==> src/rtl/button_bank.sv <==
// button_bank: N-channel push-button front end (sync, debounce, press/release edges, hold auto-repeat, long press).
// Long-press detection is built only when BTN_LONG_PRESS_EN is defined; otherwise btn_long is tied low.
module button_bank #(
    parameter int N_BTN             = 5,
    parameter int DEBOUNCE_CYC      = 1_000_000,
    parameter int REPEAT_DELAY_CYC  = 50_000_000,
    parameter int REPEAT_PERIOD_CYC = 10_000_000,
    parameter int LONG_CYC          = 100_000_000
) (
    input  logic             clk,
    input  logic             reset,
    input  logic [N_BTN-1:0] btn_raw,
    input  logic [N_BTN-1:0] repeat_en,
    output logic [N_BTN-1:0] btn_level,
    output logic [N_BTN-1:0] btn_press,
    output logic [N_BTN-1:0] btn_release,
    output logic [N_BTN-1:0] btn_repeat,
    output logic [N_BTN-1:0] btn_long
);
    localparam int DB_W = $clog2(DEBOUNCE_CYC + 1);
`ifdef BTN_LONG_PRESS_EN
    localparam int HOLD_MAX = (LONG_CYC > REPEAT_DELAY_CYC) ? LONG_CYC : REPEAT_DELAY_CYC;
`else
    localparam int HOLD_MAX = REPEAT_DELAY_CYC;
`endif
    localparam int HOLD_W = $clog2(HOLD_MAX + 1);
    localparam int REP_W  = $clog2(REPEAT_PERIOD_CYC);

    localparam logic [DB_W-1:0]   DB_LAST   = DB_W'(DEBOUNCE_CYC - 1);
    localparam logic [HOLD_W-1:0] HOLD_TOP  = HOLD_W'(HOLD_MAX);
    localparam logic [HOLD_W-1:0] DLY_LAST  = HOLD_W'(REPEAT_DELAY_CYC - 1);
    localparam logic [REP_W-1:0]  REP_LAST  = REP_W'(REPEAT_PERIOD_CYC - 1);
`ifdef BTN_LONG_PRESS_EN
    localparam logic [HOLD_W-1:0] LONG_LAST = HOLD_W'(LONG_CYC - 1);
`endif

    if (DEBOUNCE_CYC < 2 || REPEAT_DELAY_CYC < 2 || REPEAT_PERIOD_CYC < 2 || LONG_CYC < 2) begin : g_bad_min
        $error("button_bank: all cycle parameters must be at least 2");
    end
    if (REPEAT_PERIOD_CYC > REPEAT_DELAY_CYC) begin : g_bad_period
        $error("button_bank: REPEAT_PERIOD_CYC must not exceed REPEAT_DELAY_CYC");
    end

    typedef enum logic [1:0] {
        S_IDLE,
        S_DELAY,
        S_REPEAT
    } hold_state_t;

`ifndef BTN_LONG_PRESS_EN
    assign btn_long = '0;
`endif

    for (genvar g = 0; g < N_BTN; g++) begin : g_ch
        logic              r_sync1;
        logic              r_sync2;
        logic              r_stable;
        logic [DB_W-1:0]   r_db_cnt;
        hold_state_t       r_state;
        logic [HOLD_W-1:0] r_hold;
        logic [REP_W-1:0]  r_rep;
        logic              r_press;
        logic              r_release;
        logic              r_repeat;
        logic              w_flip;
        logic              w_rise;
        logic              w_fall;

        // Stable level flips on the edge where the counter would reach DEBOUNCE_CYC.
        assign w_flip = (r_sync2 != r_stable) && (r_db_cnt == DB_LAST);
        assign w_rise = w_flip & ~r_stable;
        assign w_fall = w_flip & r_stable;

        always_ff @(posedge clk or posedge reset) begin
            if (reset) begin
                r_sync1  <= 1'b0;
                r_sync2  <= 1'b0;
                r_stable <= 1'b0;
                r_db_cnt <= '0;
            end else begin
                r_sync1 <= btn_raw[g];
                r_sync2 <= r_sync1;
                if (r_sync2 == r_stable) begin
                    r_db_cnt <= '0;
                end else if (w_flip) begin
                    r_stable <= ~r_stable;
                    r_db_cnt <= '0;
                end else begin
                    r_db_cnt <= r_db_cnt + 1'b1;
                end
            end
        end

`ifdef BTN_LONG_PRESS_EN
        logic r_long;
`endif

        always_ff @(posedge clk or posedge reset) begin
            if (reset) begin
                r_state   <= S_IDLE;
                r_hold    <= '0;
                r_rep     <= '0;
                r_press   <= 1'b0;
                r_release <= 1'b0;
                r_repeat  <= 1'b0;
`ifdef BTN_LONG_PRESS_EN
                r_long    <= 1'b0;
`endif
            end else begin
                r_press   <= w_rise;
                r_release <= w_fall;
                r_repeat  <= 1'b0;
`ifdef BTN_LONG_PRESS_EN
                r_long    <= 1'b0;
`endif
                if (w_fall) begin
                    r_state <= S_IDLE;
                    r_hold  <= '0;
                    r_rep   <= '0;
                end else begin
                    if (r_state != S_IDLE) begin
                        if (r_hold != HOLD_TOP) begin
                            r_hold <= r_hold + 1'b1;
                        end
`ifdef BTN_LONG_PRESS_EN
                        if (r_hold == LONG_LAST) begin
                            r_long <= 1'b1;
                        end
`endif
                    end
                    case (r_state)
                        S_IDLE: begin
                            if (w_rise) begin
                                r_state <= S_DELAY;
                                r_hold  <= '0;
                                r_rep   <= '0;
                            end
                        end
                        S_DELAY: begin
                            // >= rather than == so a late re-enable fires on the very next cycle.
                            if (repeat_en[g] && (r_hold >= DLY_LAST)) begin
                                r_repeat <= 1'b1;
                                r_rep    <= '0;
                                r_state  <= S_REPEAT;
                            end
                        end
                        S_REPEAT: begin
                            if (!repeat_en[g]) begin
                                r_state <= S_DELAY;
                            end else if (r_rep == REP_LAST) begin
                                r_repeat <= 1'b1;
                                r_rep    <= '0;
                            end else begin
                                r_rep <= r_rep + 1'b1;
                            end
                        end
                        default: r_state <= S_IDLE;
                    endcase
                end
            end
        end

        assign btn_level[g]   = r_stable;
        assign btn_press[g]   = r_press;
        assign btn_release[g] = r_release;
        assign btn_repeat[g]  = r_repeat;
`ifdef BTN_LONG_PRESS_EN
        assign btn_long[g]    = r_long;
`endif
    end

endmodule

==> config.mk <==
export PLATFORM = sky130hd
export DESIGN_NAME = button_bank
export DESIGN_NICKNAME = d
export VERILOG_FILES = /design/src/rtl/button_bank.sv
export SDC_FILE = /design/constraint.sdc
export NUM_CORES = 1
export LEC_CHECK = 0
export CORE_MARGIN = 2
export CORE_UTILIZATION = 25
export CTS_CLUSTER_SIZE = 28
export DETAILED_ROUTE_END_ITERATION = 16
export GPL_ROUTABILITY_DRIVEN = 0
export GPL_TIMING_DRIVEN = 0
export RECOVER_POWER = 50
export SLEW_MARGIN = 20
export SYNTH_ARGS = -nofsm -noshare
export SYNTH_HDL_FRONTEND = slang
export SYNTH_SLANG_ARGS = --single-unit
==> constraint.sdc <==
create_clock -name clk -period 12.36 [get_ports clk]
set_clock_uncertainty 0.1 [all_clocks]
set_input_delay 2.472 -clock clk [delete_from_list [all_inputs] [get_ports clk]]
set_output_delay 2.472 -clock clk [all_outputs]
set_load 0.05 [all_outputs]
### Yosys cells after proc, flatten, opt, wreduce, memory -nomap -nowiden

Index checks and enable logic that the tools add are counted.

| storage, ports and cells | value |
|---|---|
| register bits | 390 |
| input port bits | 12 |
| output and inout bits | 25 |

| operators by class | value |
|---|---|
| add/sub/neg operators | 15 |
| $lt $le $gt $ge | 5 |
| equality and inequality tests | 55 |
| mux-type cells | 115 |
| bitwise gates (word level) | 20 |
| reduce and logical (&&, ||, !) cells | 40 |

Operators by type and width:

| operator | number |
|---|---|
| 26-bit 2-to-1 mux | 25 |
| 24-bit 2-to-1 mux | 25 |
| 24-bit case mux with 3 select lines | 5 |
| 20-bit 2-to-1 mux | 10 |
| 26-bit by 1-bit adder with 26-bit output (second input constant) | 5 |
| 26-bit >= comparator (second input constant) | 5 |
| 26-bit inequality test (second input constant) | 5 |
| 24-bit by 1-bit adder with 24-bit output (second input constant) | 5 |
| 24-bit == test (second input constant) | 5 |
| 20-bit by 1-bit adder with 20-bit output (second input constant) | 5 |
| 20-bit == test (second input constant) | 5 |
| 3-bit inequality test (second input constant) | 20 |
| 2-bit 2-to-1 mux | 20 |
| 2-bit case mux with 3 select lines | 5 |
| 1-bit 2-to-1 mux | 20 |
| 4-bit AND reduction | 5 |
| 4-bit nonzero test | 5 |
| 3-bit AND reduction | 5 |
| 1-bit AND | 10 |
| 2-bit by 1-bit == test with 1-bit output (second input constant) | 5 |
| 2-bit == test (second input constant) | 5 |
| 1-bit logical AND | 10 |
| 2-bit zero test | 5 |
| 1-bit inverter | 10 |
| other kinds (5) | 25 |

### Logic depth before layout (Yosys ltp)

Gate-level depths: netlist of run 1.

| depth | value |
|---|---|
| depth in word-level cells | 6 |
| mapped depth | 11 |
| gate-level depth less buffers | 9 |

### Worst setup path before layout of run 1

No wires, ideal clock.

| timing | value |
|---|---|
| path type | input to register |
| from | input repeat_en[3] |
| to | register g_ch[3].r_rep[16] |
| library setup time | 77 ps |
| data arrival time | 3951 ps |
| required time | 12183 ps |
| setup slack | 8232 ps |
| cell stages on the path | 7 |
| path buffers | 0 |
| cells stage by stage | and4_1 > a21oi_1 > o311a_1 > a221oi_2 > nand2_1 > or4_1 > a21oi_1 |

| between the ends | value |
|---|---|
| cells in the longest elaborated chain, start to end | 3 |

RTL lines:

| element | line | RTL |
|---|---|---|
| from (decl) | 13 | `input logic [N_BTN-1:0] repeat_en,` |
| 1-bit logical AND | 141 | `if (repeat_en[g] && (r_hold >= DLY_LAST)) begin` |
| 3-bit inequality test (no line) | n/a |  |
| 4-bit AND reduction (no line) * | n/a |  |
| to (signal assigned) | 154 | `r_rep <= r_rep + 1'b1;` |
| to (decl) | 61 | `logic [REP_W-1:0] r_rep;` |

Mark *: on every way between the ends. The rest lies on a longest branch, timed or not.
A chain may end at the register's enable or synchronous reset.

==> results of run 1 <==
==> worst max-delay path by stage <==
| stage | start | endpoint | slack [ns] |
|---|---|---|---|
| 2_1_floorplan | reset | g_ch[0].r_db_cnt[0] | 4.54 |
| 3_3_place_gp | reset | g_ch[4].r_hold[20] | 1.48 |
| 3_5_place_dp | repeat_en[3] | g_ch[3].r_rep[8] | 7.32 |
| 4_1_cts | g_ch[3].r_stable | btn_level[3] | 7.67 |
| 5_1_grt | reset | g_ch[0].r_rep[19] | 5.94 |
| 6_report | reset | g_ch[2].r_repeat | 6.62 |
==> registers in the layout (all words and copies together), names as in the netlist <==
signal          cells
g_ch.r_stable       5
g_ch.r_rep        120
g_ch.r_db_cnt     100
g_ch.r_release      5
g_ch.r_sync1        5
g_ch.r_state       10
g_ch.r_repeat       5
g_ch.r_press        5
g_ch.r_hold       130
g_ch.r_sync2        5
==> critical path, cell delays in order <==
cell	delay [ns]
dlygate4sd3_1	0.54
clkinvlp_2	0.56
clkbuf_1	1.32
clkbuf_1	1.01
buf_12	0.28
buf_12	0.20
==> metrics by stage <==
step | hold WS, ns | instances
after floorplan | 0.231 | 2259
after global placement | 0.242 | 3360
after detailed placement | 0.242 | 3374
after CTS | 0.251 | 3459
after global routing | 0.259 | 3459
final | 0.248 | 3459
==> cells by family after synthesis <==
group / count (synthesis) / share of synthesized area (%)
and+or+nand+nor: 1090 / 26.8
DFF: 390 / 47.3
AOI/OAI and AO/OA: 375 / 11.1
xor gates and xnor gates: 203 / 8.62
buffers and inverters: 148 / 3.22
adders and majority gates: 40 / 2.43
muxes: 8 / 0.401
other: 1 / 0.0182
==> final cells by class <==
class                   instances  area [um2]  area share (%)
multi-input cells            1721       10200            42.4
inverters                      61         230           0.957
repair buffers                 45         500            2.08
flip-flops and latches        390        9760            40.6
clock buffers                  71        1400            5.80
plain buffers                  87         433            1.80
clock inverters                14         214           0.889
well taps                    1070        1340            5.56
==> layout by cell type, fill, tap and decap left out, types with 18 or more instances in the layout <==
master           netlist  layout
inv_1                 61      60
or3_1                 28      28
clkbuf_16              0      47
xnor2_1               77      77
dfrtp_1              390     390
xor2_1               126     126
o21ai_0              155     155
and3_1                70      70
and4_1                28      28
a21oi_1               60      60
buf_4                 25      25
clkdlybuf4s50_1        0      25
nand4_1               72      72
nand3_1              170     170
and2_1                22      20
o21ai_1               18      18
nor3_1                40      40
o31ai_1               55      55
ha_1                  40      40
o211ai_1              18      18
nand2b_1              18      18
nor2_1               345     345
nand2_1              179     179
nor4_1                24      26
clkbuf_1              49      68
==> power by group <==
part	switching [mW]	internal [mW]
logic	0.0395	0.0148
registers	0.00497	1.28
clock network	0.578	0.849
==> routing by layer <==
metal,track usage [%],share of wire [%],vias to the layer above
met3,1.91,3.3,66
met5,0,0.054,-
met2,17.0,45,157
met1,14.6,50,7939
met4,3.13,2.1,4
li1,-,-,8186
==> impl_metrics.json, run 1 <==
{
  "status": "complete, but fails checks",
  "violations": "capacitance limit, slew limit",
  "area_growth_pct": 16.7,
  "clk-insertion-delay-late_ns": 0.60,
  "num-nets-final": 2405,
  "port_buffers": 31,
  "synthTopCellsByArea": "dfrtp_1 (47%), nor2_1 (6.3%), xor2_1 (5.4%)",
  "yosysSeqAreaShare_pct": 47.3,
  "path_max_fanout": 28,
  "synth-main-ff-cell": "dfrtp_1",
  "rr_endpoint": "g_ch[0].r_rep[2]",
  "grt_overflow": 0,
  "dp_slack_ns": 7.32,
  "cts_tree": "yes",
  "first_global_vias": 15800,
  "postCtsSetupBuffers": 0,
  "cts_root_buffer": "clkbuf_16",
  "coreArea_mm2": 0.0818,
  "syn_area_per_cell_um2": 9.14,
  "htree_levels": 2,
  "ant_nets": 0,
  "end_kind": "asynchronous set/reset pin",
  "grt_pass1_wl_mm": 78.1,
  "diodes": 0,
  "io_pins": 37,
  "finalSetupViolCount": 0,
  "clkTransAtPathRegs_ns": 0.06,
  "wl_per_cell_um": 12.9,
  "hold_viol_final": 0,
  "timing.rr.start": "g_ch[0].r_db_cnt[6]",
  "worst_slack_ns": 6.62,
  "worstSetupStartpointType": "input pin",
  "vias": 16400,
  "initialDrtViolationCount": 1102,
  "die_area_mm2": 0.0848,
  "die_w_um": 291,
  "tns_ns": 0,
  "dpl.hpwl_mm": 30.6,
  "dr.pass1.iters": 5,
  "synth_cells": 2255,
  "synthTopCellsByCount": "dfrtp_1 (390), nor2_1 (345), nand2_1 (179), nand3_1 (170), o21ai_0 (155)",
  "yosys_warnings": 0,
  "die_height_um": 291,
  "ir_drop_mv": 0.0916,
  "worst_pin_slew_ns": 1.75,
  "layout_min_cycle_time_ns": 5.74,
  "start_util_pct": 25.2,
  "synth_area_mm2": 0.0206,
  "drc": 0,
  "fin_crit_sh_pct": 46.4,
  "hold_class": "register to register",
  "rows": 105,
  "rsz0062_at_grt": "false",
  "final_util_pct": 29.4,
  "finalInstanceArea_mm2": 0.0241,
  "cts_hold_buf": 0,
  "yosysUniqueCellTypes": 73,
  "fillers": 8533,
  "cts_buffers": 47,
  "avgViaCountPerCell": 4.73,
  "ys_ff_latch": 390,
  "power_mw": 2.77,
  "drv_slew": 60,
  "reg2reg_slack_ns": 8.70,
  "arrival_ns": 6.44,
  "routed_wl_mm": 44.6,
  "fmax_mhz": 174,
  "slew-limit-headroom_pct": -16.7,
  "synth.most_common_cell": "dfrtp_1",
  "clockBufferDepth": 3,
  "post-synth-top-area-fraction_pct": 47.3,
  "max_cap_violations": 2,
  "worstPathRequired_ns": 13.06,
  "rr_worst_depth": 9,
  "hp-start": "g_ch[1].r_sync1",
  "grt_max_degree": 34,
  "synth_edf_count": 0,
  "crit_type": "input pin to asynchronous set/reset pin",
  "track_usage_pct": 10.6,
  "synth_top_area_cell": "dfrtp_1",
  "drive_above_1_share_pct": 5.78,
  "holdPathEnd": "g_ch[1].r_sync2",
  "ctsResizeCount": 0,
  "clock_sinks": 390,
  "hold_depth": 0,
  "p_leak_nw": 10.0,
  "antenna_found_initial": 2,
  "place_area_mm2": 0.0226,
  "p_per_area_mw_per_mm2": 115,
  "async_flop_share_pct": 100
}
No activity file was read; power rests on OpenSTA's default activity.
==> run 2: changes to the inputs <==
Clock period 12.36 ns to 5.1 ns, I/O delays scaled along.
==> run 2 against run 1 <==
- the run still ends with capacitance limit, slew limit left
- final area is 0.23% higher
- die area stayed put
- sequential power is 140% higher
- sequential share of layout area is 0.095 points lower
==> impl_metrics.json, run 2 (synthesized netlist as in run 1, its figures left out) <==
{
  "routed_wl_mm": 44.7,
  "end_kind": "asynchronous set/reset pin",
  "clock_sinks": 390,
  "finalSetupViolCount": 0,
  "htree_levels": 2,
  "grt_overflow": 0,
  "area_growth_pct": 17.0,
  "port_buffers": 31,
  "drc": 0,
  "mostFrequentLayoutCell": "dfrtp_1",
  "regMostFlops": "g_ch.r_hold",
  "p_per_area_mw_per_mm2": 279,
  "clk-insertion-delay-late_ns": 0.60,
  "fmax_mhz": 273,
  "postCtsSetupBuffers": 0,
  "die_area_mm2": 0.0848,
  "rows": 105,
  "ant_nets": 0,
  "arrival_ns": 4.33,
  "crit_chain": "dlygate4sd3_1, clkinvlp_2, clkbuf_1, buf_12, buf_12, buf_12",
  "ir_drop_mv": 0.222,
  "cts_root_buffer": "clkbuf_16",
  "path_max_fanout": 33,
  "vias": 16400,
  "worstSetupStartpointType": "input pin",
  "rsz0062_at_grt": "false",
  "diodes": 0,
  "cts_hold_buf": 0,
  "num-nets-final": 2405,
  "max_cap_violations": 2,
  "crit_path_frequent_cell": "buf_12",
  "slowest_delay_ns": 1.38,
  "final_util_pct": 29.5,
  "final_cell_mix": "dfrtp_1 (390), nor2_1 (345), nand2_1 (179)",
  "hold_class": "register to register",
  "wl_per_cell_um": 12.9,
  "slew-limit-headroom_pct": -22.2,
  "dr.pass1.iters": 5,
  "track_usage_pct": 10.6,
  "hold_viol_final": 0,
  "clockBufferDepth": 3,
  "status": "complete, but fails checks",
  "avgViaCountPerCell": 4.73,
  "reg.largest.list": "g_ch.r_hold: 130 flops, g_ch.r_rep: 120 flops, g_ch.r_db_cnt: 100 flops",
  "tns_ns": 0,
  "cts_buffers": 47,
  "crit_type": "input pin to asynchronous set/reset pin",
  "violations": "capacitance limit, slew limit",
  "grt_max_degree": 34,
  "antenna_found_initial": 2,
  "cts_tree": "yes",
  "start_util_pct": 25.2,
  "worst_slack_ns": 1.43,
  "drive_above_1_share_pct": 5.90,
  "initialDrtViolationCount": 1069,
  "largest_register_ffs": 130,
  "worst_pin_slew_ns": 1.83,
  "layout_min_cycle_time_ns": 3.67,
  "crit_path_top_delay_cell": "clkbuf_1",
  "grt_pass1_wl_mm": 78.1,
  "worstPathRequired_ns": 5.76,
  "first_global_vias": 15800,
  "drv_slew": 52,
  "fin_crit_sh_pct": 71.9,
  "dpl.hpwl_mm": 30.6,
  "die_height_um": 291,
  "power_mw": 6.72,
  "io_pins": 37,
  "coreArea_mm2": 0.0818,
  "dp_slack_ns": 1.51,
  "p_leak_nw": 10.1,
  "die_w_um": 291,
  "ctsResizeCount": 0,
  "clkTransAtPathRegs_ns": 0.06
}
-- run 2: power breakdown --
part           total [mW]  internal [mW]  switching, mW
registers            3.12           3.11         0.0120
logic               0.137         0.0409         0.0965
clock network        3.46           2.06           1.40
-- run 2: worst max-delay path: cells and delay by family --
family                 cells  cell delay, ns
buffers and inverters      6            3.25
-- run 2: area by class of cell --
cell class	instances	area [um2]
clock inverter	14	214
clock buffer	71	1400
fill	8529	57700
tap	1070	1340
buffer	87	433
timing repair buffer	45	557
inverter	61	230
multi-input combinational	1721	10200
sequential	390	9760
-- run 2: stage by stage --
| step | cell area [um2] | cells | hold WS, ns |
|---|---|---|---|
| floorplan | 20600 | 2259 | 0.231 |
| global placement | 22300 | 3360 | 0.242 |
| detailed placement | 22600 | 3374 | 0.242 |
| CTS | 24200 | 3459 | 0.251 |
| global route | 24100 | 3459 | 0.259 |
| finish | 24100 | 3459 | 0.249 |
-- run 2: final timing paths --
check | startpoint | to | slack, ns | cells past startpoint
setup / recovery | reset | g_ch[4].r_hold[25] | 1.43 | 6
hold / removal | g_ch[1].r_sync1 | g_ch[1].r_sync2 | 0.25 | 0
setup reg to reg | g_ch[0].r_db_cnt[6] | g_ch[0].r_rep[2] | 1.43 | 9
hold reg to reg | g_ch[1].r_sync1 | g_ch[1].r_sync2 | 0.25 | 0
max in group clk | g_ch[0].r_db_cnt[6] | g_ch[0].r_rep[2] | 1.43 | 9
min in group asynchronous | reset | g_ch[3].r_db_cnt[9] | 0.92 | 2
-- run 2: layer usage --
layer / GRT usage, % / part of all wire, % / vias up
met5: 0 / 0.054 / -
met4: 3.13 / 2.1 / 4
met3: 1.91 / 3.4 / 66
met2: 17.0 / 45 / 159
met1: 14.6 / 49 / 7961
li1: - / - / 8183
==> run 3: changes to the inputs <==
Clock period 5.1 ns to 3.8 ns, I/O delays scaled along.
==> run 3 against run 2 <==
- the flow now finishes without violations
- die area did not move
- cell count did not move
- global-route usage did not move
- worst setup slack got worse by 0.94 ns
- largest power group unchanged
==> impl_metrics.json, run 3 (synthesized netlist as in run 1, its figures left out) <==
{
  "status": "finished, final reports clean",
  "num-nets-final": 2405,
  "htree_levels": 2,
  "ant_nets": 0,
  "met2_length_mm": 20.1,
  "reg2reg_slack_ns": 0.50,
  "cts_buffers": 47,
  "dr_wl_met3_mm": 1.46,
  "final_util_pct": 29.4,
  "fmax_mhz": 303,
  "clockBufferDepth": 3,
  "cts_tree": "yes",
  "rows": 105,
  "antenna_found_initial": 2,
  "crit_path_top_delay_cell": "or4_1",
  "max_cap_violations": 0,
  "area_growth_pct": 16.7,
  "reg.largest.list": "g_ch.r_hold: 130 flops, g_ch.r_rep: 120 flops, g_ch.r_db_cnt: 100 flops",
  "multi_input_area_mm2": 0.0102,
  "hold_class": "register to register",
  "crit_path_frequent_cell": "buf_2",
  "crit_type": "register to register",
  "rr_endpoint": "g_ch[0].r_rep[2]",
  "wl_per_cell_um": 12.9,
  "dr.pass1.iters": 5,
  "worstPathRequired_ns": 4.15,
  "clock_sinks": 390,
  "vias": 16400,
  "finalInstanceArea_mm2": 0.0241,
  "worst_pin_slew_ns": 1.48,
  "p_per_area_mw_per_mm2": 374,
  "hold_viol_final": 0,
  "grt_max_degree": 34,
  "regMostFlops": "g_ch.r_hold",
  "layout_min_cycle_time_ns": 3.30,
  "clk-insertion-delay-late_ns": 0.60,
  "die_height_um": 291,
  "grt_overflow": 0,
  "postCtsSetupBuffers": 0,
  "port_buffers": 31,
  "fillers": 8536,
  "grt_pass1_wl_mm": 78.1,
  "die_area_mm2": 0.0848,
  "avgViaCountPerCell": 4.74,
  "hold_depth": 0,
  "die_w_um": 291,
  "worstSetupStartpointType": "register",
  "finalSetupViolCount": 0,
  "timing.rr.start": "g_ch[0].r_db_cnt[13]",
  "maxUsedRoutingLayer": "met5",
  "io_pins": 37,
  "drc": 0,
  "ir_drop_mv": 0.297,
  "crit_chain": "or4_1, nor4_2, and4b_1, buf_2, nand3b_1, inv_1, nand2_1, buf_2, o21ai_0",
  "initialDrtViolationCount": 1078,
  "mostFrequentLayoutCell": "dfrtp_1",
  "rr_worst_depth": 9,
  "rsz0062_at_grt": "false",
  "drive_above_1_share_pct": 5.99,
  "crit_end": "g_ch[0].r_rep[2]",
  "diodes": 0,
  "path_max_fanout": 10,
  "cts_root_buffer": "clkbuf_16",
  "drv_slew": 0,
  "cp-startpoint": "g_ch[0].r_db_cnt[13]",
  "final_cell_mix": "dfrtp_1 (390), nor2_1 (345), nand2_1 (179)",
  "fin_crit_sh_pct": 86.9,
  "largest_register_ffs": 130,
  "seq_area_mm2": 0.00976,
  "end_kind": "register",
  "routed_wl_mm": 44.6,
  "cts_hold_buf": 0,
  "slew-limit-headroom_pct": 1.53,
  "start_util_pct": 25.2,
  "whs_ns": 0.249,
  "clkTransAtPathRegs_ns": 0.06,
  "track_usage_pct": 10.6,
  "ctsResizeCount": 0,
  "p_leak_nw": 10.0,
  "slowest_delay_ns": 0.55,
  "met1Wirelength_mm": 22.1,
  "coreArea_mm2": 0.0818,
  "place_area_mm2": 0.0226,
  "dpl.hpwl_mm": 30.6,
  "arrival_ns": 3.65,
  "first_global_vias": 15800
}
==> run 3: cell types whose count changed in the layout (fill, tap and decap cells not counted) <==
cell | before | now
buf_12 | 9 | 6
buf_16 | 2 | 0
buf_2 | 10 | 12
clkbuf_2 | 0 | 2
nor4_1 | 26 | 24
nor4_2 | 0 | 2
clkbuf_1 | 65 | 64
clkbuf_4 | 0 | 1
dlymetal6s4s_1 | 0 | 1
==> run 3: worst min-delay path by stage <==
stage / start / end / slack, ns
detailed placement: g_ch[4].r_sync1 / g_ch[4].r_sync2 / 0.24
global placement: g_ch[3].r_sync1 / g_ch[3].r_sync2 / 0.24
finish: g_ch[1].r_sync1 / g_ch[1].r_sync2 / 0.25
floorplan: g_ch[0].r_sync1 / g_ch[0].r_sync2 / 0.23
global route: g_ch[3].r_sync1 / g_ch[3].r_sync2 / 0.26
CTS: g_ch[3].r_sync1 / g_ch[3].r_sync2 / 0.25
==> run 3: per-stage QoR <==
step                 TNS, ns  std cells  power, mW  setup WS [ns]
floorplan            -899.30       2259       4.37          -2.31
global placement    -2066.23       3360       4.43          -5.36
detailed placement         0       3374       4.47          0.473
CTS                        0       3459       9.21          0.487
global route               0       3459       9.37          0.140
finish                     0       3459       9.00          0.497
==> run 3: report_power, final <==
| part | total, mW | internal [mW] | switching (mW) |
|---|---|---|---|
| Clock | 4.64 | 2.76 | 1.88 |
| Sequential | 4.19 | 4.17 | 0.0161 |
| Combinational | 0.172 | 0.0446 | 0.128 |
| Total | 9.00 | 6.98 | 2.02 |
==> run 3: worst max-delay path: cells and delay by family (launching register included) <==
kind	cells	cell delay (ns)
simple gates	5	1.81
buf+inv	3	0.67
flops	1	0.45
compound gates	1	0.12
==> run 3: cell type report <==
class / count / share of cell area [%]
Sequential cell: 390 / 40.6
Buffer: 87 / 1.81
Tap cell: 1070 / 5.57
Clock buffer: 71 / 5.80
Multi-Input combinational cell: 1721 / 42.4
Clock inverter: 14 / 0.889
Inverter: 61 / 0.957
Timing Repair Buffer: 45 / 1.98
==> run 3: per-layer routing <==
metal	up-vias	GRT usage (%)
li1	8185	-
met1	7978	14.6
met2	162	17.0
met3	67	1.91
met4	4	3.13
met5	-	0
